[src/rtl/serial_adder_nb_pkg.sv]
// Shared definitions for the bit-serial adder: FSM encodings and counter sizing.
package serial_adder_nb_pkg;

    // Binary state encoding for the sequencer.
    typedef enum logic [1:0] {
        SA_IDLE = 2'd0,
        SA_RUN  = 2'd1,
        SA_FIN  = 2'd2
    } sa_state_t;

    // Bit counter width. A one-bit operand still needs a one-bit counter.
    function automatic int cnt_width(input int width);
        return (width > 1) ? $clog2(width) : 1;
    endfunction

endpackage

[src/rtl/serial_adder_nb_fa_1b.sv]
// One-bit full adder cell: the per-bit arithmetic of the serial adder.
module fa_1b (
    input  logic in0,
    input  logic in1,
    input  logic carry_in,
    output logic sum,
    output logic carry_out
);

    // Sum is the three-input parity; carry is the majority of the three inputs.
    always_comb begin
        sum       = in0 ^ in1 ^ carry_in;
        carry_out = (in0 & in1) | (in0 & carry_in) | (in1 & carry_in);
    end

endmodule

[src/rtl/serial_adder_nb.sv]
// Bit-serial WIDTH-bit adder. One bit per clock, LSB first, through a single
// full-adder cell and a registered carry. START/BUSY/DONE handshake; the result
// registers only change at the completing edge.
module serial_adder_nb
    import serial_adder_nb_pkg::*;
#(
    parameter int WIDTH = 8
) (
    input  logic             clk,
    input  logic             rst_n,
    input  logic             start,
    input  logic [WIDTH-1:0] in0,
    input  logic [WIDTH-1:0] in1,
    input  logic             carry_in,
    output logic             busy,
    output logic             done,
    output logic [WIDTH-1:0] sum,
    output logic             carry_out
);

    localparam int CNT_W = cnt_width(WIDTH);

    sa_state_t        state_reg;
    sa_state_t        state_next;
    logic [WIDTH-1:0] a_reg;
    logic [WIDTH-1:0] b_reg;
    logic             c_reg;
    logic [CNT_W-1:0] cnt_reg;
    logic [WIDTH-1:0] r_reg;
    logic [WIDTH-1:0] sum_reg;
    logic             carry_out_reg;

    logic             fa_sum;
    logic             fa_carry;
    logic [WIDTH-1:0] r_shift;
    logic             last_bit;
    logic             load;
    logic             step;

    // The single adder cell always looks at the current LSBs and the carry.
    fa_1b u_fa (
        .in0       (a_reg[0]),
        .in1       (b_reg[0]),
        .carry_in  (c_reg),
        .sum       (fa_sum),
        .carry_out (fa_carry)
    );

    // Result shift: the new sum bit enters at the MSB, so after WIDTH steps
    // the first (LSB) sum bit has walked down to bit 0.
    generate
        for (genvar gi = 0; gi < WIDTH - 1; gi++) begin : g_rshift
            assign r_shift[gi] = r_reg[gi + 1];
        end
    endgenerate
    assign r_shift[WIDTH-1] = fa_sum;

    assign last_bit = (cnt_reg == CNT_W'(WIDTH - 1));

    // State register; reset aborts any operation in flight.
    always_ff @(posedge clk or negedge rst_n) begin
        if (!rst_n) begin
            state_reg <= SA_IDLE;
        end else begin
            state_reg <= state_next;
        end
    end

    // Next-state and datapath control. FIN accepts START just like IDLE so
    // back-to-back operations lose no cycle beyond the DONE cycle.
    always_comb begin
        state_next = state_reg;
        load       = 1'b0;
        step       = 1'b0;
        case (state_reg)
            SA_IDLE: begin
                if (start) begin
                    load       = 1'b1;
                    state_next = SA_RUN;
                end
            end
            SA_RUN: begin
                step = 1'b1;
                if (last_bit) begin
                    state_next = SA_FIN;
                end
            end
            SA_FIN: begin
                if (start) begin
                    load       = 1'b1;
                    state_next = SA_RUN;
                end else begin
                    state_next = SA_IDLE;
                end
            end
            default: begin
                state_next = SA_IDLE;
            end
        endcase
    end

    // Operand shifters, carry, bit counter and the held result registers.
    always_ff @(posedge clk or negedge rst_n) begin
        if (!rst_n) begin
            a_reg         <= '0;
            b_reg         <= '0;
            c_reg         <= 1'b0;
            cnt_reg       <= '0;
            r_reg         <= '0;
            sum_reg       <= '0;
            carry_out_reg <= 1'b0;
        end else if (load) begin
            a_reg   <= in0;
            b_reg   <= in1;
            c_reg   <= carry_in;
            cnt_reg <= '0;
            r_reg   <= '0;
        end else if (step) begin
            a_reg <= a_reg >> 1;
            b_reg <= b_reg >> 1;
            c_reg <= fa_carry;
            r_reg <= r_shift;
            if (last_bit) begin
                sum_reg       <= r_shift;
                carry_out_reg <= fa_carry;
            end else begin
                cnt_reg <= cnt_reg + CNT_W'(1);
            end
        end
    end

    assign busy      = (state_reg == SA_RUN);
    assign done      = (state_reg == SA_FIN);
    assign sum       = sum_reg;
    assign carry_out = carry_out_reg;

endmodule

[config.mk]
export PLATFORM = sky130hd
export DESIGN_NAME = serial_adder_nb
export DESIGN_NICKNAME = d
export VERILOG_FILES = /design/src/rtl/serial_adder_nb_pkg.sv /design/src/rtl/serial_adder_nb_fa_1b.sv /design/src/rtl/serial_adder_nb.sv
export SDC_FILE = /design/constraint.sdc
export NUM_CORES = 1
export LEC_CHECK = 0
export ABC_AREA = 1
export BUFFER_PORTS_ARGS = -buffer_cell sky130_fd_sc_hd__buf_2
export CORE_ASPECT_RATIO = 1.1
export CORE_UTILIZATION = 45
export CTS_CLUSTER_DIAMETER = 120
export DETAILED_ROUTE_END_ITERATION = 10
export HOLD_SLACK_MARGIN = 0.02
export MAX_ROUTING_LAYER = met4
export PLACE_DENSITY = 0.66
export SYNTH_ARGS = -nofsm -noshare
export SYNTH_HDL_FRONTEND = slang
export SYNTH_SLANG_ARGS = --single-unit
[constraint.sdc]
create_clock -name clk -period 1.67 [get_ports clk]
set_input_delay 0.334 -clock clk [delete_from_list [all_inputs] [get_ports clk]]
set_output_delay 0.334 -clock clk [all_outputs]
set_load 0.1 [all_outputs]
* Word level (Yosys, flattened, before mapping)
Cells that the tools add are included.
Operators by class: mux-type cells 18, bitwise logic cells 8, eq/ne operators 6, $lt $le $gt $ge 0, divide/modulo/power cells 0, add/subtract/negate cells 1, $mul 0, shifts and indexed selects 0, reductions and logical operators 6
Operators by type and width (number):
- $mux 8 | 6
- $mux 3 | 3
- $mux 1 | 6
- $pmux 2 s3 | 1
- $mux 2 | 2
- $ne 2x1->1 const B | 2
- $reduce_and 2->1 | 2
- $add 3x1->3 const B | 1
- $and 1x1->1 | 3
- $eq 3x3->1 const B | 1
- $reduce_and 3->1 | 1
- $eq 2x1->1 const B | 1
- $eq 2x2->1 const B | 1
- $logic_not 2->1 | 1
- $ne 2x2->1 const B | 1
- $or 1x1->1 | 2
- $reduce_bool 2->1 | 1
- $reduce_or 2->1 | 1
- $xor 1x1->1 | 2
- $not 1->1 | 1
Storage, ports and cells: latch bits 0, output and inout port bits 11, word-level logic and storage cells 47, bits in read-only memories 0, memory bits (writable) 0, memories kept 0, input port bits 20, register bits 39

* Logic depth before layout (Yosys ltp)
Gate-level depths: netlist of run 1.
depth in word-level cells 5, mapped depth 7, gate-level depth less buffers 7

* By module
Synthesis of run 1 repeated with hierarchy kept, for this count alone.
Second synthesis, totals: cells, all modules 212, area total of the unflattened synthesis 1742.9 µm²
Modules (own cells, without submodules):
- serial_adder_nb | sequential area each 950.9 µm², times used 1, cells each 211, area each 1722.9 µm²
- fa_1b | sequential area each 0.0 µm², times used 1, cells each 1, area each 20.0 µm²

* Worst setup path before layout of run 1
No wires, ideal clock.
path type register -> output, start point reg state_reg[0], end point out done, required time 1336 ps, path slack -594 ps, path buffers 2, stages on the path, launching flop included 4, arrival 1930 ps, cells stage by stage dfrtp_1 buf_4 buf_2 nor2_1
Between the ends: word-level cells in the longest chain between the ends 1
Ends and longest elaborated chain:
- start: declaration | line serial_adder_nb.sv:23 | sa_state_t state_reg;
- start signal: assignment | line serial_adder_nb.sv:65 | state_reg <= state_next;
- $eq 2x2->1 | line serial_adder_nb.sv:133 | assign done = (state_reg == SA_FIN);
- end: declaration | line serial_adder_nb.sv:16 | output logic done,
Every way passes these cells.

* Worst setup path in the final report of run 1
Ends and elaborated chain as after synthesis.

==> results of run 1 <==
[final cells by class]
type | count | area [um2] | area share (%)
inverter | 17 | 63.8 | 3.01
timing repair buffer | 37 | 260 | 12.3
multi-input combinational | 154 | 702 | 33.1
clock buffer | 6 | 82.6 | 3.89
tap | 50 | 62.6 | 2.95
sequential | 38 | 952 | 44.8
[repair_timing]
| item | in CTS | in global routing |
|---|---|---|
| resized for setup | 0 | 1 |
| endpoints found under the hold margin | 38 | 0 |
| endpoints found under the setup margin | 0 | 1 |
| hold buffers | 1 | 0 |
[worst min-delay path: stages]
cell and delay, ns:
buf_2 0.07, nand2_1 0.04, nand2_1 0.05
[layout by cell type, fill, tap and decap left out]
cell           count
buf_12             4
buf_2             28
buf_4              4
clkbuf_8           6
dfrtp_1           37
dfrtp_2            1
dlygate4sd3_1      1
fa_1               1
ha_1               2
inv_1             15
inv_2              2
nand2_1          101
nand2_2            2
nand3_1           43
nor2_4             4
o21ai_1            1
[stage by stage]
stage          hold slack, ns  cell area, um2  setup WS, ns
6_report                0.247            2120        0.0844
5_1_grt                 0.246            2120        0.0353
4_1_cts                 0.240            2120        0.0446
3_5_place_dp            0.314            2030         0.273
3_3_place_gp            0.317            2030         0.317
2_1_floorplan          0.0384            1800         0.170
[layer usage]
| metal | track usage, % | routed length [um] | vias to the layer above |
|---|---|---|---|
| met4 | 6.10 | 10 | 0 |
| li1 | - | - | 747 |
| met3 | 4.50 | 152 | 2 |
| met1 | 22.5 | 1570 | 660 |
| met5 | - | 0 | - |
| met2 | 31.9 | 1660 | 38 |
[power groups by stage]
stage          Combinational [mW]  Clock (mW)  Sequential, mW
2_1_floorplan                1.25           0            2.33
3_3_place_gp                 2.39           0            1.63
3_5_place_dp                 2.43           0            1.63
4_1_cts                      2.44       0.630            1.62
5_1_grt                      2.66       0.665            1.68
6_report                     2.41       0.604            1.62
[cells by family (layout without fill, tap and decap cells)]
group	Yosys count	in the layout	share of synthesized area (%)
fa+ha+maj	3	3	2.52
simple gates	150	150	36.0
compound gates	1	1	0.279
flops	38	38	53.1
buf+inv	28	60	8.11
[worst min-delay path by stage]
| stage | start | depth (start not counted) | endpoint |
|---|---|---|---|
| after global routing | in0[7] | 3 | a_reg[7]$_DFFE_PN0P_ |
| after detailed placement | rst_n | 2 | sum[0]$_DFFE_PN0P_ |
| after CTS | in0[7] | 3 | a_reg[7]$_DFFE_PN0P_ |
| final | in0[7] | 3 | a_reg[7]$_DFFE_PN0P_ |
| after floorplan | rst_n | 0 | a_reg[0]$_DFFE_PN0P_ |
| after global placement | rst_n | 2 | sum[0]$_DFFE_PN0P_ |
==> parameters.txt, run 1 <==
Parameter                              Value

Floorplanning
  Die Y-Extent ... 68.2 um
  Initial core utilization ... 48.2%
  Die Area ... 4240 um2
  I/O pin cnt ... 31
  Placeable Area ... between 3000 and 4000 um2
  # rows ... 23
  Die width ... between 60 and 70 um

Power and ir drop
  Maximum vdd ir drop ... approximately 0.7 mV
  Post-layout total power ... 4.63 mW
  Combinational group share of total power ... between 50% and 60%
  Static leakage power ... between 1 and 1.5 nW
  Sequential share of power ... between 30% and 40%
  Clock group share of total power ... about an eighth
  Power density of the placed cells ... 2180 nW/um2
  Reported net switching power ... 2.30 mW
  Switching portion of total power ... 49.6%
  Power Internal ... ~2.3 mW

Synth
  Most common flop cell mapped by yosys ... dfrtp_1
  Warnings from Yosys ... 0
  Synthesized flop and latch total ... 38
  Post-synthesis net count ... about 240
  Mean instance size in the synthesized netlist ... 8.14 um2
  Count of flip-flops with a built-in enable after synthesis ... 0
  Async set-or-reset flop fraction in the synthesized netlist ... 100%
  Yosys cell types ... 14
  Part of the Yosys area used for sequential elements ... a little over half
  Gate Count Post-Synth ... 220
  Top post-synthesis cells by count ... nand2_1, nand3_1, dfrtp_1
  Top-area cell type share of the netlist area ... 53.1%
  Area of the mapped netlist ... about 1800 um2
  Cells taking the most area after synthesis ... dfrtp_1, nand2_1, nand3_1
  Most repeated cell in the gate-level netlist after synthesis ... nand2_1
  Yosys top cell by area ... dfrtp_1

Detailed routing
  Count of vias placed by the detailed router ... ~1,400
  Routed Wire Length ... about 3400 um
  Routed vias/inst ... around 4.8
  Post-detailed-route count of antenna-violating nets ... 0
  Wirelength per Cell ... 11.2 um
  DRT iter0 DRCs ... 57
  DRT Pass-1 Iters ... 4
  Final routed DRC violation total ... 0

Critical path
  Critical path capture point type ... output pin
  Number of cells on the critical path ... 3
  Startpoint of the worst register-to-register path ... cnt_reg[0]$_DFFE_PN0P_
  Arrival time at the worst endpoint ... 1.25 ns
  End of the critical path ... done
  CP Cell Sequence ... buf_4, nor2_4, buf_12
  Reg2reg path depth ... 7
  Category of the worst setup path launch point ... flop
  First element of the critical path ... state_reg[0]$_DFFE_PN0P_
  Worst stage delay on the critical path ... about 0.45 ns
  RR Endpoint ... cnt_reg[0]$_DFFE_PN0P_
  R2R setup slack ... 0.26 ns
  Worst-path fanout max ... 11
  Worst Path Class, Setup ... flop to output pin
  Master of the slowest instance on the critical path ... dfrtp_2
  Kind of cell with the highest combined delay on the critical path ... flip-flops
  Worst EP required ... ~1.3 ns
  Buffers plus inverters on the worst setup path ... 2

Clock network
  Deepest level of the CTS H-tree ... 2
  Clk buf depth ... 2
  CTS tree ... built
  TritonCTS Buffers ... 5
  CTS clock-pin slew for the worst setup and hold paths ... about 0.07 ns
  Post-CTS setup repair buffer count ... 0
  Cell at the root of the clock tree ... clkbuf_8
  Clock latency on the worst-skew pair ... ~0.28 ns
  Clock tree sinks ... 38

Cells and area
  Layout area overhead ... 18.6%
  Number of nets in the layout ... 276
  Number of diodes added for antenna fixing ... 0
  Share of final-layout standard cells stronger than drive strength 1 ... approximately a fifth
  Filler cell count ... around 350
  Util after Layout ... a little under three fifths
  Non-Filler Instances ... a little over 300

Place
  Routability congestion estimate ... approximately 0.74
  Hpwl dp ... 2280 um
  # placed instances ... just under 300
  IO Port Bufs ... 30

STA
  Final max-slew violation count ... 0
  Upper clock frequency limit ... 0.631 GHz
  Post-layout min period ... 1.59 ns
  Final Hold Vio Count ... 0
  Clock Skew ... 0.00389 ns
  Final sum of negative setup slack ... 0 ns
  RSZ-0062 raised after global routing ... false
  Slew Limit Headroom ... 68.1%
  Worst slew pin tran ... just under 0.5 ns
  Final-report setup violation count ... 0
  Final worst-path cycle share ... 94.9%

Global route
  Via count of the first global-routing pass ... about 1,300
  Pin count of the biggest net entering global routing ... 39
  Number of antenna violations at the first check in global routing ... 0
  Overall Global Routing Usage ... a little under a fifth
  Wire length of the first global-routing pass ... 5870 um
  Overflow after GRT ... 0

Job
  Max cap viols ... 0

Status
  Run status ... finished clean

Worst hold path
  Path type of the worst min-delay path ... primary input to flop
No activity file was read; power rests on OpenSTA's default activity.
==> run 2, diff against run 1 <==
- REMOVE_ABC_BUFFERS: unset -> 1
==> parameters.txt, run 2 (synthesized netlist as in run 1, its figures left out) <==
Parameter                              Value

Status
  Run status ... finished clean

STA
  Post-layout min period ... 1.54 ns (-0.0446 ns)
  Upper clock frequency limit ... 0.649 GHz (+2.9%)
  Final Hold Vio Count ... 0 (unchanged)
  Slew Limit Headroom ... 67.6% (-0.48 points)
  Minimum setup slack in the final design ... 0.129 ns (+0.0446 ns)
  Final worst-path cycle share ... 92.3% (-2.7 points)
  Clock Skew ... 0.00308 ns (-0.000810 ns)
  Final max-slew violation count ... 0 (unchanged)
  RSZ-0062 raised after global routing ... false
  Worst slew pin tran ... 0.486 ns (+0.00388 ns)
  Final-report setup violation count ... 0 (unchanged)

Critical path
  Arrival time at the worst endpoint ... 1.21 ns (-0.04 ns)
  Category of the worst setup path launch point ... flop
  Buffers plus inverters on the worst setup path ... 2 (unchanged)
  First element of the critical path ... state_reg[0]$_DFFE_PN0P_
  Worst Path Class, Setup ... flop to output pin
  Worst-path fanout max ... 10 (-1)
  Reg2reg path depth ... 7 (unchanged)
  R2R setup slack ... 0.24 ns (-0.02 ns)
  Worst stage delay on the critical path ... 0.49 ns (+0.04 ns)
  Critical path capture point type ... output pin
  Number of cells on the critical path ... 3 (unchanged)
  End of the critical path ... busy
  Startpoint of the worst register-to-register path ... cnt_reg[0]$_DFFE_PN0P_
  Master of the slowest instance on the critical path ... dfrtp_2
  CP Cell Sequence ... inv_2, nor2_4, buf_12
  RR Endpoint ... cnt_reg[0]$_DFFE_PN0P_
  Worst EP required ... 1.34 ns (about the same)
  Kind of cell with the highest combined delay on the critical path ... flip-flops

Cells and area
  Share of final-layout standard cells stronger than drive strength 1 ... 19.5% (-0.72 points)
  Most frequent cells in the layout ... nand2_1, nand3_1, dfrtp_1
  Layout area overhead ... 17.0%
  Filler cell count ... 361 (+2.3%)
  Number of nets in the layout ... 274 (-0.72%)
  Most common cell after layout, fill and taps aside ... nand2_1
  Util after Layout ... 56.4% (-0.78 points)
  Number of diodes added for antenna fixing ... 0 (unchanged)

Clock network
  CTS clock-pin slew for the worst setup and hold paths ... 0.07 ns (about the same)
  Clock latency on the worst-skew pair ... 0.28 ns (about the same)
  Post-CTS setup repair buffer count ... 0 (unchanged)
  Count of instances resized after the clock tree is built ... 0 (unchanged)
  CTS tree ... built
  Deepest level of the CTS H-tree ... 2 (unchanged)
  Clk buf depth ... 2 (unchanged)
  TritonCTS Buffers ... 5 (unchanged)
  Cell at the root of the clock tree ... clkbuf_8
  Clock tree sinks ... 38 (unchanged)
  CTS hold repair buffers ... 0 (-1)

Detailed routing
  DRT iter0 DRCs ... 90 (+58%)
  Routed Wire Length ... 3400 um (about the same)
  Wirelength per Cell ... 11.3 um (+0.30%)
  Post-detailed-route count of antenna-violating nets ... 0 (unchanged)
  Routed vias/inst ... 4.79 (about the same)
  Count of vias placed by the detailed router ... 1,443 (-0.28%)
  DRT Pass-1 Iters ... 4 (unchanged)
  Final routed DRC violation total ... 0 (unchanged)

Floorplanning
  Placeable Area ... 3710 um2 (unchanged)
  # rows ... 23 (unchanged)
  Die width ... 62.1 um (unchanged)
  Initial core utilization ... 48.2% (unchanged)
  I/O pin cnt ... 31 (unchanged)
  Die Area ... 4240 um2 (unchanged)
  Die Y-Extent ... 68.2 um (unchanged)

Power and ir drop
  Post-layout total power ... 4.63 mW (about the same)
  Power density of the placed cells ... 2210 nW/um2 (+1.4%)
  Maximum vdd ir drop ... 0.708 mV (+0.77%)
  Static leakage power ... 1.18 nW (-1.2%)

Place
  Worst slack at placement ... 0.236 ns (-0.0362 ns)
  IO Port Bufs ... 30 (unchanged)
  Routability congestion estimate ... 0.760 (+2.3%)
  Hpwl dp ... 2300 um (+0.77%)

Global route
  Wire length of the first global-routing pass ... 6110 um (+4.1%)
  Pin count of the biggest net entering global routing ... 39 (unchanged)
  Via count of the first global-routing pass ... 1,368 (+6.9%)
  Overflow after GRT ... 0 (unchanged)
  Overall Global Routing Usage ... 19.5% (+0.65 points)
  Number of antenna violations at the first check in global routing ... 0 (unchanged)

Worst hold path
  Path type of the worst min-delay path ... primary input to asynchronous set/reset pin

Job
  Max cap viols ... 0 (unchanged)
-- run 2: area by class of cell --
class                      count  area (um2)  area share [%]
clock buffer                   7        76.3            3.64
inverter                      17        63.8            3.05
multi-input combinational    154         697            33.3
sequential                    38         952            45.5
tap                           50        62.6            2.99
timing repair buffer          35         243            11.6
-- run 2: power by group --
group	switching (mW)	total (mW)	internal [mW]
Combinational	1.73	2.41	0.677
Sequential	0.288	1.65	1.36
Clock	0.294	0.582	0.287
Total	2.31	4.63	2.32
-- run 2: worst min path at each step --
stage | startpoint | to | slack [ns] | cells after the start
4_1_cts | rst_n | sum[0]$_DFFE_PN0P_ | 0.11 | 2
3_3_place_gp | rst_n | r_reg[1]$_DFFE_PN0P_ | 0.41 | 2
5_1_grt | rst_n | sum[1]$_DFFE_PN0P_ | 0.13 | 2
6_report | rst_n | cnt_reg[0]$_DFFE_PN0P_ | 0.1 | 2
2_1_floorplan | rst_n | a_reg[0]$_DFFE_PN0P_ | 0.04 | 0
3_5_place_dp | rst_n | sum[0]$_DFFE_PN0P_ | 0.41 | 2
-- run 2: metrics by stage --
stage               TNS [ns]  std cells  instance area [um2]  hold WS, ns
CTS                        0        301                 2090        0.106
floorplan              -2.63        209                 1710       0.0384
detailed placement         0        294                 2010        0.410
global route               0        301                 2090        0.134
finish                     0        301                 2090       0.0984
global placement           0        294                 2010        0.411
-- run 2: metal layers --
metal  share of wire (%)  global-route usage [%]
met1                  50                    23.0
met2                  45                    33.1
met3                 3.9                    4.50
met4                 1.4                    6.98
met5                   0                       -
==> run 3, diff against run 2 <==
- GPL_ROUTABILITY_DRIVEN: unset -> 0
- PLACE_DENSITY: 0.66 -> 0.76
- SETUP_SLACK_MARGIN: unset -> 0.2
==> parameters.txt, run 3 (synthesized netlist as in run 1, its figures left out) <==
Parameter                              Value

Floorplanning
  Initial core utilization ... 48.2% (unchanged)
  Die Area ... 4240 um2 (unchanged)
  Placeable Area ... 3710 um2 (unchanged)
  Die Y-Extent ... 68.2 um (unchanged)
  I/O pin cnt ... 31 (unchanged)
  # rows ... 23 (unchanged)
  Die width ... 62.1 um (unchanged)

Critical path
  Worst EP required ... 1.34 ns (about the same)
  Worst Path Class, Setup ... flop to output pin
  Arrival time at the worst endpoint ... 1.09 ns (-0.12 ns)
  Category of the worst setup path launch point ... flop
  Critical path capture point type ... output pin
  Worst-path fanout max ... 4 (-6)

STA
  Clock Skew ... 0.00748 ns (+0.00441 ns)
  Slew Limit Headroom ... 68.2% (+0.63 points)
  Upper clock frequency limit ... 0.704 GHz (+8.5%)
  Post-layout min period ... 1.42 ns (-0.121 ns)
  Final max-slew violation count ... 0 (unchanged)
  Final Hold Vio Count ... 0 (unchanged)
  Hold slack ... 0.0767 ns (-0.0217 ns)
  Worst slew pin tran ... 0.477 ns (-0.00944 ns)
  RSZ-0062 raised after global routing ... true
  Final-report setup violation count ... 0 (unchanged)
  Final worst-path cycle share ... 85.0% (-7.2 points)

Clock network
  CTS clock-pin slew for the worst setup and hold paths ... 0.07 ns (about the same)
  Clock latency on the worst-skew pair ... 0.28 ns (about the same)
  CTS tree ... built
  TritonCTS Buffers ... 5 (unchanged)
  Deepest level of the CTS H-tree ... 2 (unchanged)
  Clk buf depth ... 2 (unchanged)
  Cell at the root of the clock tree ... clkbuf_8
  Clock tree sinks ... 38 (unchanged)

Power and ir drop
  Switching portion of total power ... 49.3% (-0.55 points)
  Static leakage power ... 1.21 nW (+2.9%)
  Reported net switching power ... 2.33 mW (+0.78%)
  Clock group share of total power ... 13.4% (+0.9 points)
  Combinational group share of total power ... 52.1% (+0.2 points)
  Maximum vdd ir drop ... 0.890 mV (+26%)
  Power Internal ... 2.39 mW (+3.0%)
  Sequential share of power ... 34.4% (-1.1 points)
  Power density of the placed cells ... 2200 nW/um2 (-0.59%)

Worst hold path
  Path type of the worst min-delay path ... primary input to asynchronous set/reset pin

Cells and area
  Final design area excluding fillers ... 2150 um2 (+2.5%)
  Most common cell after layout, fill and taps aside ... nand2_1
  Number of diodes added for antenna fixing ... 0 (unchanged)
  Most frequent cells in the layout ... nand2_1, nand3_1, dfrtp_1
  Share of final-layout standard cells stronger than drive strength 1 ... 22.6% (+3.0 points)
  Number of nets in the layout ... 279 (+1.8%)
  Layout area overhead ... 19.9%

Global route
  Overflow after GRT ... 0 (unchanged)
  Pin count of the biggest net entering global routing ... 39 (unchanged)
  Via count of the first global-routing pass ... 1,376 (+0.58%)
  Wire length of the first global-routing pass ... 5980 um (-2.3%)
  Overall Global Routing Usage ... 18.7% (-0.74 points)
  Number of antenna violations at the first check in global routing ... 0 (unchanged)

Place
  Placed Area ... 2000 um2 (-0.62%)
  Hpwl dp ... 2210 um (-3.9%)
  IO Port Bufs ... 30 (unchanged)

Detailed routing
  Count of vias placed by the detailed router ... 1,477 (+2.4%)
  Final routed DRC violation total ... 0 (unchanged)
  Wirelength per Cell ... 10.8 um (-4.2%)
  Routed vias/inst ... 4.81 (+0.36%)
  Post-detailed-route count of antenna-violating nets ... 0 (unchanged)
  DRT Pass-1 Iters ... 4 (unchanged)
  DRT iter0 DRCs ... 72 (-20%)
  Routed Wire Length ... 3320 um (-2.3%)

Job
  Max cap viols ... 0 (unchanged)

Status
  Run status ... finished clean
==> run 3: area by class of cell <==
type | count | area, um2
fill | 356 | 1570
sequential | 38 | 952
multi-input combinational | 154 | 707
timing repair buffer | 40 | 268
clock buffer | 7 | 86.3
inverter | 17 | 66.3
tap | 50 | 62.6
clock inverter | 1 | 5.00
==> run 3: timing repair <==
action	in CTS	in global routing
pin swaps	1	1
setup endpoints to repair	2	4
setup buffers	5	0
gates resized for setup	4	2
hold buffers	0	0
gates cloned	0	0
==> run 3: layer usage <==
layer,share of wire [%],GRT usage [%],vias up
li1,-,-,755
met1,47,23.2,685
met2,49,30.9,35
met3,4.2,4.17,2
met4,0.33,6.10,0
met5,0,-,-
==> run 3: path summary, 6_finish.rpt <==
kind	startpoint	endpoint	slack, ns	cells after the start
worst max-delay path	state_reg[0]$_DFFE_PN0P_	busy	0.25	3
worst min-delay path	rst_n	sum[0]$_DFFE_PN0P_	0.08	2
worst max register to register	state_reg[1]$_DFFE_PN0P_	b_reg[3]$_DFFE_PN0P_	0.32	6
worst min register to register	sum[2]$_DFFE_PN0P_	sum[2]$_DFFE_PN0P_	0.48	2
max in group asynchronous	rst_n	state_reg[0]$_DFFE_PN0P_	1.22	2
min in group clk	in0[7]	a_reg[7]$_DFFE_PN0P_	0.25	3
==> run 3: power groups by stage <==
stage | sequential, mW | clock (mW) | combinational [mW]
2_1_floorplan | 2.37 | 0 | 1.08
3_3_place_gp | 1.64 | 0 | 2.33
3_5_place_dp | 1.65 | 0 | 2.38
4_1_cts | 1.63 | 0.652 | 2.48
5_1_grt | 1.69 | 0.691 | 2.72
6_report | 1.63 | 0.635 | 2.46
==> run 3: critical path, stage by stage, from the launching register on <==
cell and delay, ns:
dfrtp_2 0.43, inv_2 0.07, nor2_4 0.12, buf_12 0.18
==> run 3: stage by stage <==
stage	total power [mW]	instances	setup slack (ns)	utilization (%)	setup TNS, ns
5_1_grt	5.10	307	0.192	57.8	0
4_1_cts	4.76	307	0.220	57.7	0
2_1_floorplan	3.45	209	-0.507	-	-2.63
3_3_place_gp	3.97	294	0.281	53.9	0
6_report	4.72	307	0.250	57.8	0
3_5_place_dp	4.03	294	0.243	53.9	0
